**config.mk**
```make
export PLATFORM = sky130hd
export DESIGN_NAME = msg_frame_buffer
export DESIGN_NICKNAME = d
export VERILOG_FILES = /design/src/rtl/msg_frame_buffer.sv
export SDC_FILE = /design/constraint.sdc
export NUM_CORES = 1
export LEC_CHECK = 0
export CAP_MARGIN = 20
export CORE_UTILIZATION = 45
export CTS_BUF_LIST = sky130_fd_sc_hd__clkbuf_4 sky130_fd_sc_hd__clkbuf_8
export CTS_CLUSTER_DIAMETER = 50
export DETAILED_ROUTE_END_ITERATION = 10
export HOLD_SLACK_MARGIN = 0.15
export RECOVER_POWER = 50
export SYNTH_ARGS = -nofsm -noshare
export SYNTH_HDL_FRONTEND = slang
export SYNTH_SLANG_ARGS = --single-unit
```
**constraint.sdc**
```tcl
create_clock -name clk -period 3.6 [get_ports clk]
set_clock_uncertainty 0.2 [all_clocks]
set_input_delay 0.36 -clock clk [delete_from_list [all_inputs] [get_ports clk]]
set_output_delay 0.36 -clock clk [all_outputs]
set_load 0.03 [all_outputs]
```
**src/rtl/msg_frame_buffer.sv**
```systemverilog
// -----------------------------------------------------------------------------
// msg_frame_buffer
//
// Captures FIELD_N payload bytes. It then emits a paced frame made of a fixed
// header, the captured payload and a fixed trailer. Consecutive output bytes
// are separated by exactly PACE idle cycles. The output side is a
// valid/ready handshake.
//
// Ports
//   clk        in   1  single clock, rising edge
//   rst        in   1  asynchronous, active-high reset
//   in_valid   in   1  payload byte strobe (one byte per high cycle)
//   in_data    in   8  payload byte
//   abort      in   1  drop the frame in progress and go back to capture
//   clr_ovr    in   1  clear the sticky overrun flag
//   out_ready  in   1  downstream accepts out_data while out_valid is high
//   out_valid  out  1  out_data holds a frame byte
//   out_data   out  8  frame byte (8'h00 while out_valid is low)
//   busy       out  1  a frame is being sent (SEND or GAP)
//   done       out  1  one-cycle pulse after the last frame byte is accepted
//   overrun    out  1  sticky: a payload byte arrived while not capturing
// -----------------------------------------------------------------------------
module msg_frame_buffer #(
  parameter int                 FIELD_N = 8,
  parameter int                 HDR_N   = 4,
  parameter logic [8*HDR_N-1:0] HDR     = 32'h5A676A3A,
  parameter int                 TRL_N   = 3,
  parameter logic [8*TRL_N-1:0] TRL     = 24'h646179,
  parameter int                 PACE    = 4500
) (
  input  logic       clk,
  input  logic       rst,
  input  logic       in_valid,
  input  logic [7:0] in_data,
  input  logic       abort,
  input  logic       clr_ovr,
  input  logic       out_ready,
  output logic       out_valid,
  output logic [7:0] out_data,
  output logic       busy,
  output logic       done,
  output logic       overrun
);

  localparam int MSG_LEN = HDR_N + FIELD_N + TRL_N;
  localparam int IDX_W   = $clog2(MSG_LEN);
  localparam int CNT_W   = (FIELD_N > 1) ? $clog2(FIELD_N) : 1;

  localparam logic [IDX_W-1:0] LAST_IDX = IDX_W'(MSG_LEN - 1);
  localparam logic [CNT_W-1:0] LAST_CNT = CNT_W'(FIELD_N - 1);
  localparam logic [15:0]      GAP_LAST = 16'(PACE - 1);

  typedef enum logic [1:0] {
    S_COLLECT = 2'd0,
    S_SEND    = 2'd1,
    S_GAP     = 2'd2
  } state_t;

  state_t             r_state,     w_state_nxt;
  logic [CNT_W-1:0]   r_cnt,       w_cnt_nxt;
  logic [IDX_W-1:0]   r_idx,       w_idx_nxt;
  logic [15:0]        r_gap,       w_gap_nxt;
  logic               r_out_valid, w_out_valid_nxt;
  logic [7:0]         r_out_data,  w_out_data_nxt;
  logic               r_busy,      w_busy_nxt;
  logic               r_done,      w_done_nxt;
  logic               r_ovr,       w_ovr_nxt;
  logic [7:0]         r_field [FIELD_N];

  logic               w_fld_we;
  logic               w_ovr_set;
  logic [IDX_W-1:0]   w_sel_idx;
  int                 w_k;
  logic [8*HDR_N-1:0] w_hdr_sh;
  logic [8*TRL_N-1:0] w_trl_sh;
  logic [7:0]         w_byte;

  // Byte that will be presented when entering SEND. Coming from COLLECT
  // it is always byte 0. Coming from GAP, r_idx has already been advanced
  // to the next byte. Selecting only from registers keeps this path free
  // of any dependency on the next-state logic.
  always_comb begin
    w_sel_idx = (r_state == S_GAP) ? r_idx : '0;
    w_k       = int'(w_sel_idx);
    w_hdr_sh  = HDR >> (8 * (HDR_N - 1 - w_k));
    w_trl_sh  = TRL >> (8 * (TRL_N - 1 - (w_k - HDR_N - FIELD_N)));
    w_byte    = 8'h00;
    if (w_k < HDR_N)
      w_byte = w_hdr_sh[7:0];
    else if (w_k < HDR_N + FIELD_N)
      w_byte = r_field[CNT_W'(w_k - HDR_N)];
    else
      w_byte = w_trl_sh[7:0];
  end

  // Next-state and registered-output logic.
  always_comb begin
    w_state_nxt     = r_state;
    w_cnt_nxt       = r_cnt;
    w_idx_nxt       = r_idx;
    w_gap_nxt       = r_gap;
    w_out_valid_nxt = r_out_valid;
    w_out_data_nxt  = r_out_data;
    w_done_nxt      = 1'b0;
    w_fld_we        = 1'b0;
    w_ovr_set       = 1'b0;

    if (abort) begin
      // Abort has top priority. A byte strobed in the same cycle is
      // ignored and is not treated as an overrun.
      w_state_nxt     = S_COLLECT;
      w_cnt_nxt       = '0;
      w_idx_nxt       = '0;
      w_gap_nxt       = '0;
      w_out_valid_nxt = 1'b0;
      w_out_data_nxt  = 8'h00;
    end else begin
      case (r_state)
        S_COLLECT: begin
          if (in_valid) begin
            w_fld_we = 1'b1;
            if (r_cnt == LAST_CNT) begin
              // Last payload byte: present header byte 0 on the next cycle.
              w_cnt_nxt       = '0;
              w_idx_nxt       = '0;
              w_gap_nxt       = '0;
              w_state_nxt     = S_SEND;
              w_out_valid_nxt = 1'b1;
              w_out_data_nxt  = w_byte;
            end else begin
              w_cnt_nxt = r_cnt + 1'b1;
            end
          end
        end

        S_SEND: begin
          w_ovr_set = in_valid;
          if (out_ready) begin
            w_out_valid_nxt = 1'b0;
            w_out_data_nxt  = 8'h00;
            if (r_idx == LAST_IDX) begin
              w_state_nxt = S_COLLECT;
              w_idx_nxt   = '0;
              w_done_nxt  = 1'b1;
            end else begin
              w_state_nxt = S_GAP;
              w_idx_nxt   = r_idx + 1'b1;
              w_gap_nxt   = '0;
            end
          end
        end

        S_GAP: begin
          w_ovr_set = in_valid;
          // r_gap counts 0..PACE-1. Each value is one cycle with out_valid
          // low, so the idle gap is exactly PACE cycles.
          if (r_gap == GAP_LAST) begin
            w_gap_nxt       = '0;
            w_state_nxt     = S_SEND;
            w_out_valid_nxt = 1'b1;
            w_out_data_nxt  = w_byte;
          end else begin
            w_gap_nxt = r_gap + 16'd1;
          end
        end

        default: begin
          w_state_nxt     = S_COLLECT;
          w_out_valid_nxt = 1'b0;
          w_out_data_nxt  = 8'h00;
        end
      endcase
    end

    w_busy_nxt = (w_state_nxt != S_COLLECT);
    // When set and clear happen together, set wins.
    if (w_ovr_set)    w_ovr_nxt = 1'b1;
    else if (clr_ovr) w_ovr_nxt = 1'b0;
    else              w_ovr_nxt = r_ovr;
  end

  always_ff @(posedge clk or posedge rst) begin
    if (rst) begin
      r_state     <= S_COLLECT;
      r_cnt       <= '0;
      r_idx       <= '0;
      r_gap       <= '0;
      r_out_valid <= 1'b0;
      r_out_data  <= 8'h00;
      r_busy      <= 1'b0;
      r_done      <= 1'b0;
      r_ovr       <= 1'b0;
    end else begin
      r_state     <= w_state_nxt;
      r_cnt       <= w_cnt_nxt;
      r_idx       <= w_idx_nxt;
      r_gap       <= w_gap_nxt;
      r_out_valid <= w_out_valid_nxt;
      r_out_data  <= w_out_data_nxt;
      r_busy      <= w_busy_nxt;
      r_done      <= w_done_nxt;
      r_ovr       <= w_ovr_nxt;
    end
  end

  // Payload storage. Values persist across frames until they are
  // overwritten, and a restarted capture writes again from field[0].
  always_ff @(posedge clk or posedge rst) begin
    if (rst) begin
      for (int i = 0; i < FIELD_N; i++) r_field[i] <= 8'h00;
    end else if (w_fld_we) begin
      r_field[r_cnt] <= in_data;
    end
  end

  assign out_valid = r_out_valid;
  assign out_data  = r_out_data;
  assign busy      = r_busy;
  assign done      = r_done;
  assign overrun   = r_ovr;

endmodule

```
# [Yosys cells after proc, flatten, opt, wreduce, memory -nomap -nowiden]
# Cells that the tools add are included.
[op_classes] add_sub_neg=7 multipliers=0 n_div=0 n_lt_le_gt_ge=5 eq_ne=10 shifts=2 n_mux=56 bitwise=2 reduce_logical=13
[op_table] operator="$mux W16" n=6
[op_table] operator="$mux W8" n=10
[op_table] operator="$bwmux W64" n=1
[op_table] operator="$pmux W16 S3" n=1
[op_table] operator="$shr A23 B32 Y8 const A" n=1
[op_table] operator="$shr A31 B32 Y8 const A" n=1
[op_table] operator="$sub A3 B29 Y29 const A" n=1
[op_table] operator="$bmux W8 S3" n=1
[op_table] operator="$demux W8 S3" n=1
[op_table] operator="$mux W4" n=6
[op_table] operator="$pmux W8 S3" n=1
[op_table] operator="$add A16 B1 Y16 const B" n=1
[op_table] operator="$eq A16 B13 Y1 const B" n=1
[op_table] operator="$mux W1" n=16
[op_table] operator="$mux W2" n=6
[op_table] operator="$mux W3" n=4
[op_table] operator="$ne A3 B3 Y1 const B" n=4
[op_table] operator="$pmux W4 S2" n=1
[op_table] operator="$reduce_and A4 Y1" n=2
[op_table] operator="$reduce_bool A2 Y1" n=4
[op_table] operator="$pmux W2 S3" n=1
[op_table] operator="$sub A5 B5 Y6 const B" n=1
[op_table] operator="$reduce_and A5 Y1" n=1
[op_table] operator="$sub A2 B4 Y5 const A" n=1
[op_table] operator="22 further kinds" n=22
[word_totals] reg_bits=101 latch_bits=0 ramBits=0 rom_bits=0 in_bits=14 out_inout_bits=12 elab_cells=112 memories=0

# [Logic depth before layout (Yosys ltp)]
[depth] word_depth=13 mapped_depth=14 mapped_depth_nobuf=13

# [Least setup slack after synthesis]
# Ideal clock, no wire load.
[synth_path] kind="register to register" from="register r_state[0]" to="register r_out_data[0], in the netlist out_data[0]" setup_time_ns=0.066 t_arrival_ns=3.578 slack_ns=-0.245 stages_incl_launch_ff=15 n_path_buf=3 synth_period_minus_slack_ns=3.845 path_cell_list="dfrtp_1 > inv_1 > ha_1 > clkbuf_1 > clkbuf_1 > and2_1 > ha_1 > clkbuf_1 > nand2_1 > ha_1 > or4b_2 > or3_1 > a211oi_1 > a211o_1 > a22o_1"
[synth_between] elab_chain_len=13 word_cells_on_any_way=28 cone_classes="add/sub: 4; order compare: 2; eq/ne: 6; shift: 2; mux: 11; bitwise: 1; reduce/logical: 2"
[synth_rtl] item="start, declared" line_no="59" rtl="state_t r_state, w_state_nxt;"
[synth_rtl] item="start signal, assigned" line_no="194" rtl="r_state <= w_state_nxt;"
[synth_rtl] item="parallel branches: the longest is 13 deep, another holds $sub A3 B29 Y29"
[synth_rtl] item="end signal, assigned" line_no="199" rtl="r_out_data <= w_out_data_nxt;"
[synth_rtl] item="end, declared" line_no="64" rtl="logic [7:0] r_out_data, w_out_data_nxt;"
# Several ways; the timed one is not identified. The select of a mux whose other input is x is not followed.
# A chain may end at the register's enable or synchronous reset.

# [Worst setup path in the final report]
# Same ends and word-level chain as after synthesis.

==> metrics.csv <==
stage,metric,value,unit
flow_run,total of max-cap violations,1,
setup_path,reg2reg start,r_state[0],
setup_path,type of origin of the critical path,flop,
global_routing,initial antenna violation count,0,
cts,"Clk pin slew, worst setup/hold paths",0.10,ns
setup_path,worst endpoint required time,3.73,ns
cts,Longest Clk Path Bufs,2,
logic_synthesis,Gate Count Post-Synth,475,
setup_path,Max stage delay on crit path,0.64,ns
power,PwrDens,379,mW/mm2
floorplan,Die Wd,111,um
worst_hold_path,hold path endpoint,out_valid,
setup_path,Worst Path Arrival,3.53,ns
logic_synthesis,Synth Warn #,0,
logic_synthesis,number of synthesized flops with an enable pin,0,
setup_path,reg2reg path depth,12,
floorplan,Ports,26,
setup_path,Max Fanout on Critical Path,7,
logic_synthesis,prevailing post-synth register cell,dfrtp_1,
sta,unrepaired setup endpoints after global routing,false,
global_routing,aggregate global routing overflow,0,
sta,min cycle time layout,3.40,ns
routing,Initial DRC Count,212,
cts,count of cells resized by post-cts repair,1,
cells_and_area,area grow syn2layout,13.1,%
setup_path,Crit. End Element,flop,
cts,# Post-CTS Setup Buffers,0,
cts,CTS tree,built,
logic_synthesis,Netlist cell types,64,
logic_synthesis,Synth area leaders,"dfrtp_1 48%, mux2_2 15%, ha_1 4.2%, o21ai_0 2.5%, nand2_1 2.3%",
cts,hold buffer count at CTS,0,
cts,Skew-Pair Late Insertion Delay,0.39,ns
power,overall power,2.27,mW
logic_synthesis,Syn Nets,507,
power,Worst VDD drop,0.274,mV
routing,DR pass1 iterations,5,
worst_hold_path,worst hold stages,2,
cells_and_area,area of the multi-input gates,0.00268,mm2
sta,Hold Fails Final Rpt,0,
setup_path,CP most frequent cell,ha_1,
setup_path,Worst path slowest cell,or4b_2,
routing,vias,3912,
status,failing checks,"max-capacitance violations, max-slew violations",
cts,H-tree Lvls,3,
placement,I/O Buffers,25,
power,Leakage,2.57,nW
placement,post-detail-place hpwl,8600,um
logic_synthesis,share of the synthesized area in the top cell type,47.7,%
placement,Placer Congestion,0.871,
setup_path,reg2reg end,out_data[0],
cells_and_area,proportion of layout cells with a drive suffix above 1,24.2,%
cells_and_area,Sequential Area,0.00253,mm2
cells_and_area,fillers,1044,
worst_hold_path,worst min path class,reg -> reg,
global_routing,All-Layer GR Usage,21.7,%
cells_and_area,Nets,536,
status,status,"complete, but fails checks",
routing,# DRC,0,
floorplan,die area,0.0122,mm2
logic_synthesis,Seq cells post-synth,101,
cells_and_area,Non-Filler Instances,652,
logic_synthesis,"FFs w/ async S/R, synth",100,%
setup_path,sequence of cells on the critical path,inv_1 > ha_2 > buf_4 > and2_1 > ha_1 > nand2_1 > ha_1 > or4b_2 > or3_1 > a211oi_2 > a211o_1 > a22o_1,
routing,post-route ant nets,0,
logic_synthesis,"top cells by count, synth","101 x dfrtp_1, 69 x mux2_2, 32 x nand2_1",
placement,Placed Cells,636,
sta,f_max,0.294,GHz
logic_synthesis,"area leader, netlist",dfrtp_1,
setup_path,Critical Path Start,r_state[0],
sta,Worst Tran Pin Value,2.39,ns
sta,Final period util,94.5,%
setup_path,Crit Path Category,reg -> reg,
routing,via/cell ratio,6.00,
global_routing,pin count of the biggest net entering global routing,61,
floorplan,Die Y,111,um
cells_and_area,n_diodes,0,
cts,CTS Buf Count,9,
logic_synthesis,most common cell in the netlist,dfrtp_1,
setup_path,flop2flop setup slack,0.20,ns
logic_synthesis,"Avg Cell Area, Syn",11.2,um2
cells_and_area,Finished Core Util,52.3,%
worst_hold_path,hold_sp,out_valid,
routing,WL/cell,18.9,um
sta,setup violators final,0,
routing,routed wire length,12300,um
global_routing,vias in the first global route,3979,
cts,clk sink count,101,
sta,setup TNS,0,ns
sta,hold_ws,0.286,ns
sta,worst rel slew slack,-59.8,%
cts,Root Driver,clkbuf_8,
floorplan,core footprint,0.0115,mm2
logic_synthesis,Synth Cell Area,0.00530,mm2
global_routing,first-pass GRT wire length,21100,um
sta,Max Transition Viols Final,60,
logic_synthesis,sequential fraction of the synthesis area,47.7,%
floorplan,# rows,39,
floorplan,starting density of the core,46.2,%
## cell families after synthesis
group	count (synthesis)	share of synthesized area, %
and+or+nand+nor	139	14.6
DFF	101	47.7
AOI/OAI and AO/OA	100	12.8
muxes	82	18.1
buffers and inverters	34	2.43
adders and majority gates	18	4.25
xor gates and xnor gates	1	0.165
## placed cells by master (no fill, tap or decap), drive strengths merged, types with 6 or more instances in the layout
| master | n |
|---|---|
| dfrtp | 101 |
| mux2 | 69 |
| nand2 | 32 |
| o21ai | 28 |
| nor2 | 25 |
| clkdlybuf4s50 | 23 |
| a21oi | 23 |
| ha | 18 |
| nand3 | 15 |
| buf | 14 |
| inv | 13 |
| clkbuf | 12 |
| mux2i | 9 |
| o31ai | 7 |
| nand4 | 7 |
| nor3 | 6 |
| nand3b | 6 |
| or3 | 6 |
## metrics by stage
| step | area [um2] | setup WS (ns) |
|---|---|---|
| floorplan | 5310 | 0.0104 |
| global placement | 5780 | 0.192 |
| detailed placement | 5780 | 0.00963 |
| CTS | 5970 | 0.0617 |
| global route | 5990 | 0.000202 |
| finish | 5990 | 0.198 |
## sequential cells by signal (all words and copies together) (netlist names), 2 cells and up
| register | cells |
|---|---|
| r_field | 64 |
| r_state | 2 |
| r_idx | 4 |
| out_data | 8 |
| r_cnt | 3 |
| r_gap | 16 |
## worst max path at each step
stage / endpoint / slack (ns) / cells after the start
2_1_floorplan: out_data[0] / 0.01 / 14
3_3_place_gp: out_data[0] / 0.19 / 12
3_5_place_dp: out_data[0] / 0.01 / 12
4_1_cts: out_data[0] / 0.06 / 12
5_1_grt: out_data[0] / 0.0002 / 12
6_report: out_data[0] / 0.20 / 12
## where the power goes
group          total (mW)  internal, mW  switching, mW
clock network       0.717         0.298          0.419
registers            1.31          1.25         0.0591
logic               0.243         0.140          0.103
total                2.27          1.69          0.582
## critical path: cells and delay by family (launching register included)
family | cells | cell delay [ns]
adder cells (fa/ha/maj) | 3 | 0.65
AO/OA/AOI/OAI | 3 | 0.50
buffers and inverters | 2 | 0.26
AND/OR/NAND/NOR | 4 | 1.29
flip-flops | 1 | 0.42
## routing by layer
layer | GRT usage [%] | wire, um
met3 | 4.99 | 489
met1 | 30.2 | 5920
met5 | 0 | 0
met2 | 34.0 | 5770
met4 | 5.69 | 155
## layout make-up
type | instances | area share [%]
Clock inverter | 5 | 0.710
Inverter | 12 | 0.772
Clock buffer | 11 | 2.53
Timing Repair Buffer | 40 | 6.20
Tap cell | 143 | 2.99
Sequential cell | 101 | 42.2
Multi-Input combinational cell | 340 | 44.6
(Power assumes the default switching activity.)
